==> src/rtl/svc_rv_pkg.sv <==
// Shared types and helpers for the svc_rv core: mul/div sequencing states
// and the register-operand match used by hazard detection.
package svc_rv_pkg;

    localparam int REG_IDX_W = 5;

    typedef enum logic [1:0] {
        MD_IDLE = 2'd0,
        MD_BUSY = 2'd1,
        MD_DONE = 2'd2
    } md_state_t;

    // A source depends on a producer only if it is really read, is not x0,
    // and the producer really writes that same register.
    function automatic logic src_match(
        input logic                 used,
        input logic [REG_IDX_W-1:0] rs,
        input logic                 wr,
        input logic [REG_IDX_W-1:0] rd
    );
        return used && (rs != '0) && wr && (rd == rs);
    endfunction

endpackage

==> src/rtl/svc_rv_hazard_detect.sv <==
// Combinational RAW hazard detect between the ID consumer and the EX/MEM/WB
// producers; FWD selects which hazards forwarding can already cover.
module svc_rv_hazard_detect
    import svc_rv_pkg::*;
#(
    parameter int FWD = 0
) (
    input  logic       [4:0] rs1_id,
    input  logic       [4:0] rs2_id,
    input  logic             rs1_used_id,
    input  logic             rs2_used_id,
    input  logic       [4:0] rd_ex,
    input  logic             reg_write_ex,
    input  logic             is_load_ex,
    input  logic             is_csr_ex,
    input  logic       [4:0] rd_mem,
    input  logic             reg_write_mem,
    input  logic       [4:0] rd_wb,
    input  logic             reg_write_wb,
    output logic             dh
);

    localparam logic HAS_FWD = (FWD != 0);

    logic ex_hit;
    logic mem_hit;
    logic wb_hit;

    always_comb begin
        ex_hit  = src_match(rs1_used_id, rs1_id, reg_write_ex, rd_ex)
               || src_match(rs2_used_id, rs2_id, reg_write_ex, rd_ex);
        mem_hit = src_match(rs1_used_id, rs1_id, reg_write_mem, rd_mem)
               || src_match(rs2_used_id, rs2_id, reg_write_mem, rd_mem);
        wb_hit  = src_match(rs1_used_id, rs1_id, reg_write_wb, rd_wb)
               || src_match(rs2_used_id, rs2_id, reg_write_wb, rd_wb);
        // Forwarding only fails when the EX result is not yet known (load/CSR);
        // without it every in-flight producer blocks, regfile has no write-through.
        dh = HAS_FWD ? (ex_hit && (is_load_ex || is_csr_ex))
                     : (ex_hit || mem_hit || wb_hit);
    end

endmodule

==> src/rtl/svc_rv_hazard.sv <==
// Pipeline hazard controller: stall/flush priority, mul/div start/done
// sequencing and stall/flush performance counters.
module svc_rv_hazard
    import svc_rv_pkg::*;
#(
    parameter int FWD   = 0,
    parameter int CNT_W = 32
) (
    input  logic             clk,
    input  logic             rst_n,
    input  logic [4:0]       rs1_id,
    input  logic [4:0]       rs2_id,
    input  logic             rs1_used_id,
    input  logic             rs2_used_id,
    input  logic [4:0]       rd_ex,
    input  logic             reg_write_ex,
    input  logic             is_load_ex,
    input  logic             is_csr_ex,
    input  logic [4:0]       rd_mem,
    input  logic             reg_write_mem,
    input  logic [4:0]       rd_wb,
    input  logic             reg_write_wb,
    input  logic             redirect_ex,
    input  logic             md_valid_ex,
    input  logic             md_done,
    output logic             md_start,
    output logic             stall_pc,
    output logic             stall_if_id,
    output logic             stall_id_ex,
    output logic             flush_if_id,
    output logic             flush_id_ex,
    output logic             flush_ex_mem,
    output logic [CNT_W-1:0] stall_cycles,
    output logic [CNT_W-1:0] flush_count,
    output logic [1:0]       md_state
);

    md_state_t state_q;
    md_state_t state_d;
    logic      dh;
    logic      md_stall;
    logic      md_kick;

    svc_rv_hazard_detect #(.FWD(FWD)) u_detect (
        .rs1_id        (rs1_id),
        .rs2_id        (rs2_id),
        .rs1_used_id   (rs1_used_id),
        .rs2_used_id   (rs2_used_id),
        .rd_ex         (rd_ex),
        .reg_write_ex  (reg_write_ex),
        .is_load_ex    (is_load_ex),
        .is_csr_ex     (is_csr_ex),
        .rd_mem        (rd_mem),
        .reg_write_mem (reg_write_mem),
        .rd_wb         (rd_wb),
        .reg_write_wb  (reg_write_wb),
        .dh            (dh)
    );

    always_ff @(posedge clk) begin
        if (!rst_n) state_q <= MD_IDLE;
        else        state_q <= state_d;
    end

    // MD_DONE is a one-cycle guard so the op still sitting in EX is not restarted.
    always_comb begin
        state_d  = state_q;
        md_stall = 1'b0;
        md_kick  = 1'b0;
        case (state_q)
            MD_IDLE: begin
                if (md_valid_ex) begin
                    md_stall = 1'b1;
                    md_kick  = 1'b1;
                    state_d  = MD_BUSY;
                end
            end
            MD_BUSY: begin
                md_stall = 1'b1;
                if (md_done) state_d = MD_DONE;
            end
            MD_DONE: state_d = MD_IDLE;
            default: state_d = MD_IDLE;
        endcase
    end

    // EX frozen by mul/div masks everything; a redirect discards the ID
    // instruction, so its data hazard no longer matters.
    always_comb begin
        md_start     = 1'b0;
        stall_pc     = 1'b0;
        stall_if_id  = 1'b0;
        stall_id_ex  = 1'b0;
        flush_if_id  = 1'b0;
        flush_id_ex  = 1'b0;
        flush_ex_mem = 1'b0;
        if (rst_n) begin
            if (md_stall) begin
                md_start     = md_kick;
                stall_pc     = 1'b1;
                stall_if_id  = 1'b1;
                stall_id_ex  = 1'b1;
                flush_ex_mem = 1'b1;
            end else if (redirect_ex) begin
                flush_if_id  = 1'b1;
                flush_id_ex  = 1'b1;
            end else if (dh) begin
                stall_pc     = 1'b1;
                stall_if_id  = 1'b1;
                flush_id_ex  = 1'b1;
            end
        end
    end

    always_ff @(posedge clk) begin
        if (!rst_n) begin
            stall_cycles <= '0;
            flush_count  <= '0;
        end else begin
            if (stall_if_id) stall_cycles <= stall_cycles + CNT_W'(1);
            if (redirect_ex) flush_count  <= flush_count + CNT_W'(1);
        end
    end

    assign md_state = state_q;

endmodule

==> config.mk <==
export PLATFORM = sky130hd
export DESIGN_NAME = svc_rv_hazard
export DESIGN_NICKNAME = d
export VERILOG_FILES = /design/src/rtl/svc_rv_pkg.sv /design/src/rtl/svc_rv_hazard_detect.sv /design/src/rtl/svc_rv_hazard.sv
export SDC_FILE = /design/constraint.sdc
export NUM_CORES = 1
export LEC_CHECK = 0
export CORE_MARGIN = 10
export CORE_UTILIZATION = 53
export CTS_BUF_LIST = sky130_fd_sc_hd__clkbuf_8
export DETAILED_ROUTE_END_ITERATION = 16
export PLACE_DENSITY_LB_ADDON = 0.25
export SETUP_SLACK_MARGIN = 0.5
export SLEW_MARGIN = 10
export SYNTH_ARGS = -nofsm -noshare
export SYNTH_HDL_FRONTEND = slang
export SYNTH_HIERARCHICAL = 1
export SYNTH_SLANG_ARGS = --single-unit
==> constraint.sdc <==
create_clock -name clk -period 5.1 [get_ports clk]
set_clock_uncertainty 0.1 [all_clocks]
set_input_delay 1.02 -clock clk [delete_from_list [all_inputs] [get_ports clk]]
set_output_delay 1.02 -clock clk [all_outputs]
set_load 0.02 [all_outputs]
==> flow_summary.json, run 1 <==
{
  "status": "finished clean",
  "syn-instance-count": 439,
  "multi_input_area_um2": 2185,
  "post-route-drc-count": 0,
  "dr.first_iter.drc_count": 201,
  "layout-drive-gt1-share": 0.04833,
  "p_per_area_nw_per_um2": 221.4,
  "timing.final.ws_setup_ps": 617.7,
  "die_w_um": 103.4,
  "fp-row-count": 30,
  "cts_tree": "done",
  "core_um2": 6794,
  "vias_per_cell": 5.882,
  "root_buffer": "clkbuf_8",
  "maxCapViolations": 0,
  "setup_tns_ps": 0,
  "cts.sink_count": 66,
  "timing.rr.start": "md_state[0]$_SDFFE_PN0P_",
  "report.final.slew_viol_count": 0,
  "final_nets": 572,
  "crit_start": "rs1_id[0]",
  "path_max_fanout": 4,
  "grt_usage": 0.1976,
  "fin_cells": 634,
  "hold_violations": 0,
  "io_buffers": 107,
  "criticalPathCategory": "in2out",
  "synth_edf_count": 0,
  "final_common_cell": "clkdlybuf4s50_1",
  "worstPathArrival_ps": 3360,
  "yosys_register_bits": 66,
  "numCtsBuffers": 9,
  "setup_violations": 0,
  "grt_start_max_net_pins": 54,
  "regArea_um2": 1321,
  "critPathLaunchType": "input port",
  "num-fill-cells": 533,
  "slew_headroom": 0.4485,
  "min_period_ps": 4482,
  "overflow": 0,
  "dpl.hpwl_mm": 7.844,
  "dpl_worst_slack_ps": 525.4,
  "reg2reg_to": "stall_cycles[12]$_SDFFE_PN0P_",
  "ys_warn_count": 6,
  "dp_cells": 618,
  "fmax_mhz": 223.1,
  "critPathCaptureType": "output port",
  "clkLatencyLatePin_ps": 340,
  "clkTransAtPathRegs_ps": 70,
  "hp-class": "reg2reg",
  "rrSetupSlack_ps": 2670,
  "power_mw": 1.099,
  "synthToLayoutAreaGrowth_pct": 34.70,
  "routed_wl_mm": 10.64,
  "finalCoreUtilization": 0.7306,
  "cts.htree.levels": 3,
  "insertedDiodeCount": 0,
  "fin_crit_sh": 0.8789,
  "synth_area_um2": 3685,
  "firstDrtPassIters": 5,
  "io_pins": 110,
  "ys_seq_area_frac": 0.3586,
  "synth_cell_types": 42,
  "crit_end": "flush_id_ex",
  "async_flop_share": 0,
  "wire_per_inst_um": 16.78,
  "clockBufferDepth": 2,
  "vdd_drop_max_uv": 160.9,
  "synth_nets": 478,
  "final_cell_mix": "105 x clkdlybuf4s50_1, 66 x dfxtp_1, 39 x a21oi_1",
  "finalWeightedCongestion": 0.8132,
  "avgSynthCellArea_um2": 8.394,
  "die_y_um": 103.4,
  "post-cts-setup-buffer-count": 0,
  "tightest_slew_ps": 825.5,
  "holdBufCountCts": 0,
  "antenna_found_initial": 0,
  "leakage_nw": 1.575,
  "crit_required_ps": 3980,
  "synth_ff_type": "dfxtp_1",
  "vias": 3729,
  "grt_pass1_vias": 3546,
  "rr_worst_depth": 4,
  "die-area_um2": 10690,
  "start_util": 0.5424,
  "detail-route-antenna-nets": 0,
  "grt_pass1_wl_mm": 17.17,
  "rsz0062_at_grt": "no"
}
metrics by stage:
| stage | instance area (um^2) | hold WS (ps) |
|---|---|---|
| 2_1_floorplan | 3685 | 440.5 |
| 3_3_place_gp | 4757 | 351.7 |
| 3_5_place_dp | 4757 | 363.3 |
| 4_1_cts | 4959 | 374.1 |
| 5_1_grt | 4964 | 398.9 |
| 6_report | 4964 | 372.3 |
per-layer routing:
layer / up-vias / wire, um / track usage
met5: - / 0 / 0
met3: 19 / 1014 / 0.08372
li1: 1828 / - / -
met4: 0 / 158 / 0.05134
met1: 1740 / 4473 / 0.2361
met2: 142 / 4993 / 0.3192
cells in the mapped netlist, drive strengths merged (8+ instances only):
cell type	count	area, um^2
clkbuf	17	63.81
nand2b	14	87.58
nand3	28	140.1
dfxtp	66	1321
nor4	16	100.1
inv	10	37.53
and4	13	116.4
or3	8	50.05
or4	26	195.2
nand4	18	112.6
nand2	31	116.4
o31ai	24	180.2
buf	10	77.57
o21ai	9	45.04
mux2i	12	120.1
xnor2	15	131.4
nor2	23	86.33
xor2	33	289.0
a21oi	39	195.2
critical path: stages:
cell and delay [ps]:
clkdlybuf4s50_1 550, xor2_1 240, nor4_1 340, nand3_1 130, a31oi_1 170, or2_1 150
o211a_1 150, clkdlybuf4s50_1 610
worst min path at each step:
| stage | start | to | slack, ps | cells past startpoint |
|---|---|---|---|---|
| floorplan | flush_count[31]$_SDFFE_PN0P_ | flush_count[31]$_SDFFE_PN0P_ | 440 | 2 |
| global placement | flush_count[31]$_SDFFE_PN0P_ | flush_count[31]$_SDFFE_PN0P_ | 350 | 2 |
| detailed placement | flush_count[31]$_SDFFE_PN0P_ | flush_count[31]$_SDFFE_PN0P_ | 360 | 2 |
| CTS | flush_count[31]$_SDFFE_PN0P_ | flush_count[31]$_SDFFE_PN0P_ | 370 | 2 |
| global route | stall_cycles[31]$_SDFFE_PN0P_ | stall_cycles[31]$_SDFFE_PN0P_ | 400 | 2 |
| finish | flush_count[31]$_SDFFE_PN0P_ | flush_count[31]$_SDFFE_PN0P_ | 370 | 2 |
state kept, by name (all words and copies together) (netlist names):
name / cells
md_state: 2
stall_cycles: 32
flush_count: 32
cell families after synthesis:
logic type / synth area share
and+or+nand+nor: 0.3036
adders and majority gates: 0.006790
DFF: 0.3586
buffers and inverters: 0.04855
muxes: 0.03260
xor gates and xnor gates: 0.1141
AOI/OAI and AO/OA: 0.1358
what timing repair did:
action / 4_1_cts / 5_1_grt
setup endpoints to repair: 0 / 2
endpoints found under the hold margin: 0 / 0
gates resized for setup: 0 / 2
report_power, final:
| part | internal [mW] | leakage [nW] | switching, mW |
|---|---|---|---|
| clock | 0.239 | 0.0987 | 0.208 |
| combinational | 0.0609 | 0.944 | 0.0644 |
| sequential | 0.520 | 0.532 | 0.00680 |
| total | 0.820 | 1.57 | 0.279 |
area by class of cell:
type	count	area share
timing repair buffer	110	0.2213
sequential	66	0.2662
inverter	10	0.007562
tap	96	0.02420
clock buffer	10	0.02773
multi-input combinational	336	0.4401
clock inverter	6	0.01286
No activity file was read; power rests on OpenSTA's default activity.
==> run 2, diff against run 1 <==
--- a/config.mk
+++ b/config.mk
@@ -11,6 +11,7 @@
 export DETAILED_ROUTE_END_ITERATION = 16
 export PLACE_DENSITY_LB_ADDON = 0.25
 export SETUP_SLACK_MARGIN = 0.5
+export SKIP_LAST_GASP = 1
 export SLEW_MARGIN = 10
 export SYNTH_ARGS = -nofsm -noshare
 export SYNTH_HDL_FRONTEND = slang
==> results of run 2 <==
Same layout as run 1: the final DEF is identical, and so are final timing and power.
